### src/rtl/laser_pkg.sv
// Shared types and constants for the laser-beam overlay layer.
// Optional HOLD flash is enabled by defining LASER_FLASH_EN.
package laser_pkg;

  typedef enum logic [1:0] {
    ST_IDLE    = 2'd0,
    ST_EXTEND  = 2'd1,
    ST_HOLD    = 2'd2,
    ST_RETRACT = 2'd3
  } laser_state_e;

  localparam logic [11:0] COL_BEAM    = 12'h48F;
  localparam logic [11:0] COL_RETRACT = 12'h246;
  localparam logic [11:0] COL_FLASH   = 12'hFFF;

  localparam int Y_W = 11;

  localparam int DEF_VGA_XRES    = 640;
  localparam int DEF_VGA_YRES    = 480;
  localparam int DEF_BASE_Y      = 400;
  localparam int DEF_R_STEP      = 15;
  localparam int DEF_BEAM_X      = 320;
  localparam int DEF_BEAM_HALF_W = 20;
  localparam int DEF_FRAME_W     = 20;
  localparam int DEF_EXTEND_STEP = 16;
  localparam int DEF_HOLD_FRAMES = 8;

endpackage

### src/rtl/laser_anim_fsm.sv
// Laser animation sequencer: beam head position, hold timer and fire latches.
// LASER_FLASH_EN adds a phase bit toggled on every frame tick while holding.
module laser_anim_fsm
  import laser_pkg::*;
#(
  parameter int R_BITS      = 3,
  parameter int QB          = 2,
  parameter int VGA_YRES    = DEF_VGA_YRES,
  parameter int BASE_Y      = DEF_BASE_Y,
  parameter int R_STEP      = DEF_R_STEP,
  parameter int EXTEND_STEP = DEF_EXTEND_STEP,
  parameter int HOLD_FRAMES = DEF_HOLD_FRAMES
) (
  input  logic              clk,
  input  logic              rst,
  input  logic              frame_tick,
  input  logic              fire,
  input  logic [R_BITS-1:0] fire_r,
  input  logic [QB-1:0]     fire_quadrant,
  output logic [1:0]        state,
  output logic [Y_W-1:0]    head_y,
  output logic [QB-1:0]     quad,
  output logic              phase
);

  localparam int HC_W = $clog2(HOLD_FRAMES) + 1;
  localparam logic [Y_W-1:0]        YRES_Y   = Y_W'(VGA_YRES);
  localparam logic [Y_W-1:0]        BASE_Y_Y = Y_W'(BASE_Y);
  localparam logic [Y_W-1:0]        R_STEP_Y = Y_W'(R_STEP);
  localparam logic signed [Y_W:0]   STEP_S   = (Y_W+1)'(EXTEND_STEP);
  localparam logic [HC_W-1:0]       HOLD_LAST = HC_W'(HOLD_FRAMES - 1);

  laser_state_e       state_q, state_d;
  logic [Y_W-1:0]     head_y_q, head_y_d;
  logic [Y_W-1:0]     end_y_q, end_y_d;
  logic [QB-1:0]      quad_q, quad_d;
  logic [HC_W-1:0]    hold_cnt_q, hold_cnt_d;
  logic signed [Y_W:0] head_dec;
  logic [Y_W:0]       head_inc;
  logic [Y_W-1:0]     end_y_new;

  // One extra bit on the step arithmetic keeps underflow/overflow visible to the clamps.
  assign head_dec  = $signed({1'b0, head_y_q}) - STEP_S;
  assign head_inc  = {1'b0, head_y_q} + Y_W'(EXTEND_STEP);
  assign end_y_new = BASE_Y_Y - Y_W'(fire_r) * R_STEP_Y;

  always_comb begin
    state_d    = state_q;
    head_y_d   = head_y_q;
    end_y_d    = end_y_q;
    quad_d     = quad_q;
    hold_cnt_d = hold_cnt_q;
    case (state_q)
      ST_IDLE: begin
        if (fire) begin
          end_y_d  = end_y_new;
          quad_d   = fire_quadrant;
          head_y_d = YRES_Y;
          state_d  = ST_EXTEND;
        end
      end
      ST_EXTEND: begin
        if (frame_tick) begin
          if (head_dec <= $signed({1'b0, end_y_q})) begin
            head_y_d   = end_y_q;
            hold_cnt_d = '0;
            state_d    = ST_HOLD;
          end else begin
            head_y_d = head_dec[Y_W-1:0];
          end
        end
      end
      ST_HOLD: begin
        if (frame_tick) begin
          hold_cnt_d = hold_cnt_q + 1'b1;
          if (hold_cnt_q == HOLD_LAST) state_d = ST_RETRACT;
        end
      end
      ST_RETRACT: begin
        if (frame_tick) begin
          if (head_inc >= {1'b0, YRES_Y}) begin
            head_y_d = YRES_Y;
            state_d  = ST_IDLE;
          end else begin
            head_y_d = head_inc[Y_W-1:0];
          end
        end
      end
      default: state_d = ST_IDLE;
    endcase
  end

  // end_y reset value is the radius-0 target, matching a cleared radius latch.
  always_ff @(posedge clk or posedge rst) begin
    if (rst) begin
      state_q    <= ST_IDLE;
      head_y_q   <= YRES_Y;
      end_y_q    <= BASE_Y_Y;
      quad_q     <= '0;
      hold_cnt_q <= '0;
    end else begin
      state_q    <= state_d;
      head_y_q   <= head_y_d;
      end_y_q    <= end_y_d;
      quad_q     <= quad_d;
      hold_cnt_q <= hold_cnt_d;
    end
  end

`ifdef LASER_FLASH_EN
  logic phase_q, phase_d;

  always_comb begin
    phase_d = phase_q;
    if (state_q == ST_IDLE && fire) phase_d = 1'b0;
    else if (state_q == ST_HOLD && frame_tick) phase_d = ~phase_q;
  end

  always_ff @(posedge clk or posedge rst) begin
    if (rst) phase_q <= 1'b0;
    else     phase_q <= phase_d;
  end

  assign phase = phase_q;
`else
  assign phase = 1'b0;
`endif

  assign state  = state_q;
  assign head_y = head_y_q;
  assign quad   = quad_q;

endmodule

### src/rtl/layer_laser_anim.sv
// Laser overlay layer: sequencer plus per-pixel beam/frame hit test and colouring.
// Define LASER_FLASH_EN to flash the beam white on alternate HOLD frames.
module layer_laser_anim
  import laser_pkg::*;
#(
  parameter int QUADRANT      = 0,
  parameter int NUM_QUADRANTS = 4,
  parameter int R_BITS        = 3,
  parameter int VGA_XRES      = DEF_VGA_XRES,
  parameter int VGA_YRES      = DEF_VGA_YRES,
  parameter int BASE_Y        = DEF_BASE_Y,
  parameter int R_STEP        = DEF_R_STEP,
  parameter int BEAM_X        = DEF_BEAM_X,
  parameter int BEAM_HALF_W   = DEF_BEAM_HALF_W,
  parameter int FRAME_W       = DEF_FRAME_W,
  parameter int EXTEND_STEP   = DEF_EXTEND_STEP,
  parameter int HOLD_FRAMES   = DEF_HOLD_FRAMES,
  localparam int QB           = (NUM_QUADRANTS > 1) ? $clog2(NUM_QUADRANTS) : 1
) (
  input  logic              clk,
  input  logic              rst,
  input  logic              frame_tick,
  input  logic              fire,
  input  logic [R_BITS-1:0] fire_r,
  input  logic [QB-1:0]     fire_quadrant,
  input  logic [9:0]        h_cnt,
  input  logic [9:0]        v_cnt,
  output logic              busy,
  output logic              layer_valid,
  output logic [11:0]       pixel_out
);

  localparam logic [QB-1:0] QUAD_IDX = QB'(QUADRANT);
  localparam logic [9:0] BEAM_LO  = 10'(BEAM_X - BEAM_HALF_W);
  localparam logic [9:0] BEAM_HI  = 10'(BEAM_X + BEAM_HALF_W);
  localparam logic [9:0] FRAME_L  = 10'(FRAME_W);
  localparam logic [9:0] FRAME_RX = 10'(VGA_XRES - FRAME_W);
  localparam logic [9:0] FRAME_BY = 10'(VGA_YRES - FRAME_W);

  logic [1:0]     state_raw;
  laser_state_e   state;
  logic [Y_W-1:0] head_y;
  logic [QB-1:0]  quad;
  logic           phase;
  logic           beam_hit, frame_hit, active;

  laser_anim_fsm #(
    .R_BITS      (R_BITS),
    .QB          (QB),
    .VGA_YRES    (VGA_YRES),
    .BASE_Y      (BASE_Y),
    .R_STEP      (R_STEP),
    .EXTEND_STEP (EXTEND_STEP),
    .HOLD_FRAMES (HOLD_FRAMES)
  ) u_fsm (
    .clk           (clk),
    .rst           (rst),
    .frame_tick    (frame_tick),
    .fire          (fire),
    .fire_r        (fire_r),
    .fire_quadrant (fire_quadrant),
    .state         (state_raw),
    .head_y        (head_y),
    .quad          (quad),
    .phase         (phase)
  );

  assign state = laser_state_e'(state_raw);
  assign busy  = (state != ST_IDLE);

  // Purely combinational hit test so the layer lines up with the current pixel.
  assign beam_hit  = ({1'b0, v_cnt} >= head_y) && (h_cnt >= BEAM_LO) && (h_cnt <= BEAM_HI);
  assign frame_hit = (h_cnt < FRAME_L) || (h_cnt >= FRAME_RX) ||
                     (v_cnt < FRAME_L) || (v_cnt >= FRAME_BY);
  assign active    = busy && (quad == QUAD_IDX);

  always_comb begin
    layer_valid = active && (beam_hit || frame_hit);
    pixel_out   = 12'h000;
    if (layer_valid) begin
      if (state == ST_RETRACT) pixel_out = COL_RETRACT;
      else if (phase && beam_hit && state == ST_HOLD) pixel_out = COL_FLASH;
      else pixel_out = COL_BEAM;
    end
  end

endmodule

### config.mk
export PLATFORM = sky130hd
export DESIGN_NAME = layer_laser_anim
export DESIGN_NICKNAME = d
export VERILOG_FILES = /design/src/rtl/laser_pkg.sv /design/src/rtl/laser_anim_fsm.sv /design/src/rtl/layer_laser_anim.sv
export SDC_FILE = /design/constraint.sdc
export NUM_CORES = 1
export LEC_CHECK = 0
export CAP_MARGIN = 10
export CORE_MARGIN = 1
export CORE_UTILIZATION = 59
export CTS_CLUSTER_DIAMETER = 80
export DETAILED_ROUTE_END_ITERATION = 16
export HOLD_SLACK_MARGIN = 0.05
export PLACE_DENSITY = 0.89
export SLEW_MARGIN = 20
export SYNTH_ARGS = -nofsm -noshare
export SYNTH_HDL_FRONTEND = slang
export SYNTH_SLANG_ARGS = --single-unit
### constraint.sdc
create_clock -name clk -period 3.89 [get_ports clk]
set_input_delay 0.389 -clock clk [delete_from_list [all_inputs] [get_ports clk]]
set_output_delay 0.389 -clock clk [all_outputs]
set_load 0.005 [all_outputs]
---- Word level (Yosys, flattened, before mapping) ----
Cells that the tools add are included.
storage, ports and cells
  bits in registers ....................... 30
  bits in latches ......................... 0
  memory bits (writable) .................. 0
  ROM bits ................................ 0
  input bits .............................. 29
  memories kept ........................... 0
cells by class
  add/sub/neg operators ................... 4
  multipliers ............................. 1
  div/mod/pow operators ................... 0
  order comparisons ....................... 9
  equality and inequality tests ........... 11
  shift-type cells ........................ 0
  mux-type cells .......................... 20
  bitwise operators ....................... 0
  reductions and logical operators ........ 17
operator list
  operator                                                             count
  2-to-1 mux 11 bit                                                    7
  case mux 11 bit (3 select lines)                                     1
  greater-or-equal comparator 10 x 9 -> 1 bit (second input constant)  2
  < comparator 10 x 5 -> 1 bit (second input constant)                 2
  2-to-1 mux 2 bit                                                     7
  adder 11 x 5 -> 12 bit (second input constant)                       1
  greater-or-equal comparator 12 x 9 -> 1 bit (second input constant)  1
  less-or-equal comparator 12 bit                                      1
  2-to-1 mux 4 bit                                                     3
  subtractor 11 x 5 -> 12 bit (second input constant)                  1
  greater-or-equal comparator 10 x 11 -> 1 bit                         1
  greater-or-equal comparator 10 bit (second input constant)           1
  less-or-equal comparator 10 x 9 -> 1 bit (second input constant)     1
  subtractor 9 x 7 -> 10 bit (first input constant)                    1
  inequality test 2 bit (second input constant)                        4
  case mux 2 bit (4 select lines)                                      1
  case mux 4 bit (2 select lines)                                      1
  AND reduction 4 bit                                                  2
  multiplier 3 x 4 -> 7 bit (second input constant)                    1
  AND reduction 7 bit                                                  1
  inequality test 2 x 1 -> 1 bit (second input constant)               3
  adder 4 x 1 -> 4 bit (second input constant)                         1
  == test 2 bit (second input constant)                                2
  == test 4 x 3 -> 1 bit (second input constant)                       1
  7 further kinds                                                      15

---- Depth between registers and ports, before layout ----
Gate-level depths: netlist (run 1).
  depth in word-level cells ............... 7
  mapped depth ............................ 12
  gate-level depth less buffers ........... 11

---- Hierarchy ----
From an unflattened synthesis (run 1), not the netlist that was laid out.
unflattened totals
  cell total of the unflattened synthesis .. 314
  area, all modules ....................... 2685.1 um^2
by module, submodules not included
  module            instances  cells each  area each (um^2)  seq. area each (um^2)
  laser_anim_fsm    1          237         2130.8            683.2
  layer_laser_anim  1          77          554.3             0.0

---- Worst setup path before layout (run 1) ----
Ideal clock, no wire load.
  path kind ............................... reg2reg
  start ................................... register u_fsm.head_y_q[5], in the netlist u_fsm.head_y[5]
  end ..................................... register u_fsm.state_q[1], in the netlist u_fsm.state[1]
  library setup time ...................... 128 ps
  arrival ................................. 2542 ps
  slack ................................... 1220 ps
  cell stages (with the launch flop) ...... 11
  clock period less this slack ............ 2670 ps
  cell sequence ........................... dfstp_2 -> inv_1 -> ha_1 -> xor2_1 -> ha_1 -> a21o_1 -> a21o_1 -> o21ai_2 -> nand2_4 -> a2111oi_4 -> mux2_1
on the way
  word-level cells in the longest chain between the ends .. 4
RTL lines
  element                                                                                         RTL line                                    text
  from (decl)                                                                                     laser_anim_fsm.sv:34                        logic [Y_W-1:0] head_y_q, head_y_d;
  from (signal assigned)                                                                          laser_anim_fsm.sv:103                       head_y_q <= head_y_d;
  subtractor 11 x 5 -> 12 bit or adder 11 x 5 -> 12 bit (tied branches)                           laser_anim_fsm.sv:43, laser_anim_fsm.sv:44
  less-or-equal comparator 12 bit or greater-or-equal comparator 12 x 9 -> 1 bit (tied branches)  laser_anim_fsm.sv:64, laser_anim_fsm.sv:81
  inequality test 2 x 1 -> 1 bit (no line)                                                        --
  AND reduction 7 bit (no line) (*)                                                               --
  to (signal assigned)                                                                            laser_anim_fsm.sv:102                       state_q <= state_d;
  to (decl)                                                                                       laser_anim_fsm.sv:33                        laser_state_e state_q, state_d;
Every way passes the cells marked *; elsewhere a longest branch is shown, timed or not.
A chain may end at the register's enable or synchronous reset.

---- Worst setup path in the final report (run 1) ----
  start ................................... register u_fsm.head_y_q[5], in the netlist u_fsm.head_y[5]
  end ..................................... output pixel_out[0]
on the way
  word-level cells in the longest chain between the ends .. 6
RTL lines
  element                                       RTL line                text
  greater-or-equal comparator 10 x 11 -> 1 bit  layer_laser_anim.sv:72  assign beam_hit = ({1'b0, v_cnt} >= head_y) && (h_cnt >= BEAM_LO) && (h_cnt <= BEAM_HI);
  logical AND 1 bit (2 in series)               layer_laser_anim.sv:72
  logical OR 1 bit                              layer_laser_anim.sv:78  layer_valid = active && (beam_hit || frame_hit);
  logical AND 1 bit                             layer_laser_anim.sv:78
  2-to-1 mux 11 bit                             layer_laser_anim.sv:80  if (layer_valid) begin
  to (decl)                                     layer_laser_anim.sv:30  output logic [11:0] pixel_out
No other way between the ends.

==> tab_implementation.tex, run 1 <==
\begin{tabular}{lr}
\hline
Metric & Value \\
\hline
\multicolumn{2}{l}{\textbf{Status}} \\
Status & finished with violations \\
Violations in the final reports & design-rule violations \\
\multicolumn{2}{l}{\textbf{Setup path}} \\
Total buffers and inverters traversed by the critical path & 2 \\
Kind of cell with the highest combined delay on the critical path & compound AO/OA/AOI/OAI gates \\
RR Startpoint & u\_fsm.head\_y[4]\$\_DFFE\_PP0P\_ \\
Crit path max-delay cell type & dfstp\_2 \\
Data required time of the worst path & about 3.5 ns \\
Worst-path fanout max & 7 \\
Setup crit end kind & output port \\
Worst Path Class, Setup & flop to output port \\
Setup slack of the most critical reg-to-reg path & 0.69 ns \\
Startpoint class of the critical path & flop \\
Cell depth of the worst flop-to-flop path & 11 \\
Capture instance of the worst register-to-register path & u\_fsm.state[1]\$\_DFFE\_PP0P\_ \\
Ordered cell list for the critical path & inv\_1 -> ha\_1 -> a21o\_1 -> a21oi\_1 -> nor2b\_1 -> o21ai\_0 -> o211ai\_1 -> a221oi\_1 -> nor3\_1 -> clkdlybuf4s50\_1 \\
Signal arrival time at the worst endpoint & between 3 and 4 ns \\
Delay of the slowest cell on the worst path & 0.60 ns \\
\multicolumn{2}{l}{\textbf{Routing}} \\
Wire length after detailed routing & 5765 um \\
DRC Markers & 1 \\
Pre-Repair DR Iteration Count & 10 \\
Routed vias & 2273 \\
Met1 layer wirelength in the final routing & 2485 um \\
Post-route antenna net violation count & 0 \\
Uppermost metal layer occupied by signal nets & met4 \\
Routed via count divided by cell count & 6.094 \\
DRC marker count from the first detailed-route iteration & 150 \\
WL per Instance & 15.46 um \\
Metal3 WL & roughly 320 um \\
Met2 WL post-DR & 2848 um \\
\multicolumn{2}{l}{\textbf{Global routing}} \\
Largest net degree at the start of global routing & 28 \\
Global-route wire length before repair & 10010 um \\
Antenna violations before repair & 0 \\
Overall routing resource usage & 25.37\% \\
Via count of the first global-routing pass & 2273 \\
Overflow after GRT & 0 \\
\multicolumn{2}{l}{\textbf{Die}} \\
Core Area & 4354 um\^{}2 \\
Die boundary height & 69.08 um \\
Die area & 4772 um\^{}2 \\
Horizontal die dimension & 69.08 um \\
Row cnt & 24 \\
\# IOs & 43 \\
Initial core utilization & between 60\% and 70\% \\
\multicolumn{2}{l}{\textbf{Clock network}} \\
TritonCTS clock tree & built \\
Num Clock Sinks & 27 \\
Quantity of hold-fixing buffers added after cts & 0 \\
Clock slew at reported path FFs & 0.09 ns \\
Total CTS buffers & 3 \\
Setup Fix Bufs, Post-CTS & 0 \\
Count of cells resized by post-cts repair & 0 \\
Clk root buf & clkbuf\_8 \\
Clock H-tree levels & 1 \\
Later-pin clock latency in the skew report & $\sim$0.28 ns \\
Longest Clk Path Bufs & 2 \\
\multicolumn{2}{l}{\textbf{Logic synthesis}} \\
Flip-flop and latch count after synthesis & 27 \\
Average size of a mapped cell & about 9 um\^{}2 \\
Count of synthesis-stage warnings from yosys & 0 \\
Synthesized-area fraction occupied by ao, oa, aoi and oai cells & 21.25\% \\
XOR/XNOR Fraction of Synth Area & 2.969\% \\
Proportion of synthesized chip area in sequential cells & 25.73\% \\
Most numerous cell in the Yosys netlist & ha\_1 \\
Post-synthesis mux area share & 4.760\% \\
Mapped cell area & 2655 um\^{}2 \\
Synth cell count leaders & ha\_1 (36), inv\_1 (31), dfrtp\_1 (21) \\
Main combinational cell family by area after synthesis & compound AO/OA/AOI/OAI gates \\
Simple-Gate Fraction of Synth Area & about 18\% \\
Post-Synthesis Cells & 294 \\
Cell taking the most area after synthesis & dfrtp\_1 \\
Cell types with the largest area share after synthesis & dfrtp\_1 (20\%), ha\_1 (17\%), dfstp\_2 (5.9\%), inv\_1 (4.4\%), buf\_4 (3.1\%) \\
Primary flip-flop cell chosen by synthesis mapping & dfrtp\_1 \\
Post-synth EDFFs & 0 \\
Number of distinct library cell variants in the gate-level netlist after synthesis & 67 \\
Share of the synthesized area in the top cell type & between 10\% and 20\% \\
Async set-reset flop share out of synthesis & 100.0\% \\
Arithmetic-cell share of the synthesized area counting full adders, half adders and majority gates & 18.47\% \\
\multicolumn{2}{l}{\textbf{Timing}} \\
Final-layout worst hold slack & about 0.51 ns \\
Unrepaired setup endpoints after global routing & no \\
Post-route clock period utilization & 88.03\% \\
Final setup vio count & 0 \\
Worst clock skew & 0.004085 ns \\
Tightest Pin Transition & approximately 0.95 ns \\
Setup Total Neg Slack & 0 ns \\
Max Fclk & 292.0 MHz \\
Worst rel slew slack & 36.37\% \\
Smallest setup slack after layout & 0.4657 ns \\
Final-report max-slew violation count & 0 \\
Time the worst path needs with I/O delays and setup & 3.424 ns \\
Final Hold Vio Count & 0 \\
\multicolumn{2}{l}{\textbf{Power}} \\
Share of total power in the clock network & 8.7\% \\
Fraction of power spent switching nets & 45.23\% \\
Pint & 1.027 mW \\
Net Sw Power & 848.3 uW \\
Power density over cell area & 618.1 nW/um\^{}2 \\
Part of the power in registers & 28.4\% \\
Worst IR drop on VDD & 0.3579 mV \\
P\_leak & 1.366 nW \\
Fraction of power consumed by combinational cells & a little over three fifths \\
\multicolumn{2}{l}{\textbf{Run}} \\
Number of max-cap violations & 0 \\
\multicolumn{2}{l}{\textbf{Layout}} \\
Fillers & approximately 350 \\
Antenna cell count & 0 \\
Final Util & 69.68\% \\
Number of nets in the layout & 389 \\
Synth-to-layout area growth & 14.28\% \\
Layout cells sized above 1 & 7.788\% \\
\multicolumn{2}{l}{\textbf{Hold path}} \\
Path type of the worst min-delay path & primary input to asynchronous set/reset pin \\
\multicolumn{2}{l}{\textbf{Placement}} \\
Final weighted congestion in routability-driven placement & 0.9478 \\
Placement-stage worst setup slack & roughly 0.53 ns \\
Sum of net half-perimeters after detailed placement & around 4600 um \\
Port buffer count & 38 \\
\hline
\end{tabular}
## through the flow
| stage | instances | instance area (um^2) | total power [mW] |
|---|---|---|---|
| floorplan | 297 | 2666 | 1.426 |
| global placement | 369 | 2989 | 1.639 |
| detailed placement | 369 | 2989 | 1.697 |
| CTS | 373 | 3034 | 1.867 |
| global route | 373 | 3034 | 2.042 |
| finish | 373 | 3034 | 1.875 |
## worst max path at each step
stage,startpoint,to,slack [ns],depth (start not counted)
after global placement,v_cnt[0],pixel_out[0],0.60,11
after global routing,u_fsm.head_y[5]$_DFFE_PP1P_,pixel_out[3],0.30,10
final,u_fsm.head_y[5]$_DFFE_PP1P_,pixel_out[0],0.47,10
after floorplan,u_fsm.head_y[5]$_DFFE_PP1P_,u_fsm.state[1]$_DFFE_PP0P_,1.22,10
after detailed placement,v_cnt[0],pixel_out[0],0.53,11
after CTS,u_fsm.head_y[5]$_DFFE_PP1P_,pixel_out[0],0.43,10
## state kept, by name, indices dropped and copies added, names as in the netlist
register and count:
u_fsm.hold_cnt_q 4, u_fsm.state 2, u_fsm.end_y_q 8, u_fsm.quad 2, u_fsm.head_y 11
## cells in the final DEF, fill, tap and decap left out, drive strengths merged, types with 4 or more instances in the layout
master and count:
nand3 11, dfstp 6, nor2 10, ha 36
a31oi 4, nor2b 7, nor3 7, nor4b 5
dfrtp 21, inv 31, nand2 17, clkbuf 4
xnor2 5, xor2 4, a21oi 16, o211ai 6
o21ai 19, clkdlybuf4s50 38, conb 4, a21o 9
mux2 5, mux2i 7
## area by class of cell
| class | count | area, um^2 | area share [%] |
|---|---|---|---|
| Timing Repair Buffer | 38 | 380.4 | 12.54 |
| Clock buffer | 4 | 45.04 | 1.485 |
| Inverter | 32 | 120.1 | 3.959 |
| Tap cell | 52 | 65.06 | 2.144 |
| Sequential cell | 27 | 683.2 | 22.52 |
| Multi-Input combinational cell | 220 | 1740 | 57.36 |
## power groups by stage
| stage | logic, mW | clock network (mW) | registers (mW) |
|---|---|---|---|
| floorplan | 0.943 | 0 | 0.483 |
| global placement | 1.11 | 0 | 0.528 |
| detailed placement | 1.16 | 0 | 0.533 |
| CTS | 1.18 | 0.162 | 0.529 |
| global route | 1.32 | 0.176 | 0.548 |
| finish | 1.18 | 0.163 | 0.532 |
## layer usage
layer	up-vias	global-route usage (%)
li1	1098	-
met5	-	0
met2	80	43.91
met3	13	4.094
met4	0	8.163
met1	1082	32.17
## kinds of logic (layout without fill, tap and decap cells)
logic type	after synthesis	count (layout)
AO/OA/AOI/OAI	80	80
XOR/XNOR	9	9
adder cells (fa/ha/maj)	38	38
buffers and inverters	50	74
flip-flops	27	27
multiplexers	12	12
other	1	4
AND/OR/NAND/NOR	77	77
(Power assumes the default switching activity.)
==> run 2, diff against run 1 <==
- CORE_MARGIN: 1 -> 8
==> tab_implementation.tex, run 2 (synthesis results as in run 1) <==
\begin{tabular}{lr}
\hline
Metric & Value \\
\hline
\multicolumn{2}{l}{\textbf{Status}} \\
Status & finished clean \\
\multicolumn{2}{l}{\textbf{Clock network}} \\
Clock slew at reported path FFs & 0.09 ns (about the same) \\
TritonCTS clock tree & built \\
Setup Fix Bufs, Post-CTS & 0 (unchanged) \\
Clock H-tree levels & 1 (unchanged) \\
Count of cells resized by post-cts repair & 0 (unchanged) \\
Quantity of hold-fixing buffers added after cts & 0 (unchanged) \\
Later-pin clock latency in the skew report & 0.27 ns (about the same) \\
Total CTS buffers & 3 (unchanged) \\
Longest Clk Path Bufs & 2 (unchanged) \\
Clk root buf & clkbuf\_8 \\
Num Clock Sinks & 27 (unchanged) \\
\multicolumn{2}{l}{\textbf{Routing}} \\
Pre-Repair DR Iteration Count & 4 (-6) \\
DRC Markers & 0 (-1) \\
Wire length after detailed routing & 5922 um (+2.7\%) \\
DRC marker count from the first detailed-route iteration & 163 (+8.7\%) \\
WL per Instance & 15.88 um (+2.7\%) \\
Routed vias & 2225 (-2.1\%) \\
Post-route antenna net violation count & 0 (unchanged) \\
Routed via count divided by cell count & 5.965 (-2.1\%) \\
\multicolumn{2}{l}{\textbf{Power}} \\
Power density over cell area & 618.2 nW/um\^{}2 (about the same) \\
Fraction of power spent switching nets & 45.27\% (about the same) \\
Net Sw Power & 849.4 uW (+0.13\%) \\
Fraction of power consumed by combinational cells & 62.9\% (about the same) \\
Part of the power in registers & 28.4\% (about the same) \\
Share of total power in the clock network & 8.7\% (about the same) \\
Pint & 1.027 mW (about the same) \\
Worst IR drop on VDD & 0.4462 mV (+25\%) \\
P\_leak & 1.368 nW (+0.20\%) \\
\multicolumn{2}{l}{\textbf{Placement}} \\
Placement-stage worst setup slack & 0.4979 ns (-0.03125 ns) \\
Sum of net half-perimeters after detailed placement & 4727 um (+2.6\%) \\
Final weighted congestion in routability-driven placement & 0.9694 (+2.3\%) \\
Number of placed instances, taps included & 369 (unchanged) \\
Port buffer count & 38 (unchanged) \\
\multicolumn{2}{l}{\textbf{Timing}} \\
Worst rel slew slack & 36.37\% (about the same) \\
Final setup vio count & 0 (unchanged) \\
Final Hold Vio Count & 0 (unchanged) \\
Setup Total Neg Slack & 0 ns (unchanged) \\
Unrepaired setup endpoints after global routing & no \\
Tightest Pin Transition & 0.9485 ns (-0.000001431 ns) \\
Time the worst path needs with I/O delays and setup & 3.428 ns (+0.004178 ns) \\
Smallest setup slack after layout & 0.4616 ns (-0.004178 ns) \\
Post-route clock period utilization & 88.13\% (+0.11 points) \\
Final-report max-slew violation count & 0 (unchanged) \\
Worst clock skew & 0.001827 ns (-0.002258 ns) \\
Max Fclk & 291.7 MHz (-0.12\%) \\
\multicolumn{2}{l}{\textbf{Die}} \\
Initial core utilization & 60.98\% (unchanged) \\
\# IOs & 43 (unchanged) \\
Core Area & 4354 um\^{}2 (unchanged) \\
Horizontal die dimension & 83.08 um (+20\%) \\
Row cnt & 24 (unchanged) \\
Die area & 6902 um\^{}2 (+45\%) \\
Die boundary height & 83.08 um (+20\%) \\
\multicolumn{2}{l}{\textbf{Run}} \\
Number of max-cap violations & 0 (unchanged) \\
\multicolumn{2}{l}{\textbf{Layout}} \\
Number of nets in the layout & 389 (unchanged) \\
Fillers & 355 (+0.57\%) \\
Antenna cell count & 0 (unchanged) \\
Synth-to-layout area growth & 14.33\% (about the same) \\
Commonest non-fill, non-tap cell in the layout & clkdlybuf4s50\_1 \\
Number of flip-flops under the largest register name & 11 (unchanged) \\
Final Util & 69.71\% (about the same) \\
Non-filler cells, final & 373 (unchanged) \\
Area of all sequential standard cells & 683.2 um\^{}2 (unchanged) \\
Most used cells in the layout excluding fill and tap cells & clkdlybuf4s50\_1 (38), ha\_1 (36), inv\_1 (30), dfrtp\_1 (21) \\
Layout cells sized above 1 & 8.100\% (+0.31 points) \\
Area occupied by multi-input gates & 1740 um\^{}2 (unchanged) \\
\multicolumn{2}{l}{\textbf{Setup path}} \\
Signal arrival time at the worst endpoint & 3.04 ns (about the same) \\
Setup crit end kind & output port \\
Data required time of the worst path & 3.50 ns (about the same) \\
Worst Path Class, Setup & flop to output port \\
Startpoint class of the critical path & flop \\
Worst-path fanout max & 7 (unchanged) \\
Cell depth of the worst flop-to-flop path & 10 (-1) \\
\multicolumn{2}{l}{\textbf{Hold path}} \\
Path type of the worst min-delay path & flop to flop \\
Number of cells on the worst hold path & 2 \\
\multicolumn{2}{l}{\textbf{Global routing}} \\
Overall routing resource usage & 16.80\% (-8.6 points) \\
Overflow after GRT & 0 (unchanged) \\
Antenna violations before repair & 0 (unchanged) \\
Largest net degree at the start of global routing & 28 (unchanged) \\
Global-route wire length before repair & 10070 um (+0.56\%) \\
Via count of the first global-routing pass & 2295 (+0.97\%) \\
\hline
\end{tabular}
## run 2: cell types whose count changed in the layout (fill, tap and decap cells not counted), sizes merged
cell | before | now
clkbuf | 4 | 3
clkinv | 1 | 2
## run 2: per-layer routing
metal | routed length [um] | GRT usage, % | vias up
li1 | - | - | 1106
met3 | 347 | 3.418 | 7
met2 | 2851 | 29.00 | 71
met1 | 2633 | 20.01 | 1041
met5 | 0 | 0 | -
met4 | 90 | 5.911 | 0
## run 2: worst paths after layout
check | slack, ns | endpoint | from
max in group asynchronous | 2.94 | u_fsm.head_y[0]$_DFFE_PP0P_ | rst
setup reg to reg | 0.73 | u_fsm.state[1]$_DFFE_PP0P_ | u_fsm.head_y[4]$_DFFE_PP0P_
hold reg to reg | 0.50 | u_fsm.end_y_q[4]$_DFFE_PP1P_ | u_fsm.end_y_q[4]$_DFFE_PP1P_
setup / recovery | 0.46 | pixel_out[10] | u_fsm.head_y[5]$_DFFE_PP1P_
hold / removal | 0.50 | u_fsm.end_y_q[4]$_DFFE_PP1P_ | u_fsm.end_y_q[4]$_DFFE_PP1P_
min in group asynchronous | 0.51 | u_fsm.hold_cnt_q[3]$_DFFE_PP0P_ | rst
## run 2: worst max-delay path, cell delays in order, from the launching register on
cell and delay (ns):
dfstp_2 0.60, inv_1 0.13, ha_1 0.31, a21o_1 0.18, a21oi_1 0.14, nor2b_1 0.06
o21ai_0 0.16, o211ai_1 0.10, a221oi_1 0.45, nor3_1 0.15, clkdlybuf4s50_1 0.48
## run 2: power by group through the flow
stage	Sequential [mW]	Clock, mW	Combinational [mW]
2_1_floorplan	0.483	0	0.943
3_3_place_gp	0.530	0	1.11
3_5_place_dp	0.534	0	1.16
4_1_cts	0.530	0.164	1.18
5_1_grt	0.549	0.176	1.31
6_report	0.533	0.163	1.18
## run 2: area by class of cell
| type | instances | share of cell area (%) |
|---|---|---|
| clock inverter | 1 | 0.1649 |
| multi-input combinational | 220 | 57.34 |
| timing repair buffer | 38 | 12.53 |
| tap | 52 | 2.143 |
| clock buffer | 3 | 1.360 |
| sequential | 27 | 22.51 |
| inverter | 32 | 3.957 |
## run 2: through the flow
step | power (mW) | hold WS (ns) | cell area [um^2]
after floorplan | 1.426 | 0.4373 | 2666
after global placement | 1.641 | 0.4643 | 2989
after detailed placement | 1.693 | 0.4803 | 2989
after CTS | 1.872 | 0.5012 | 3035
after global routing | 2.031 | 0.5344 | 3035
final | 1.876 | 0.5036 | 3035
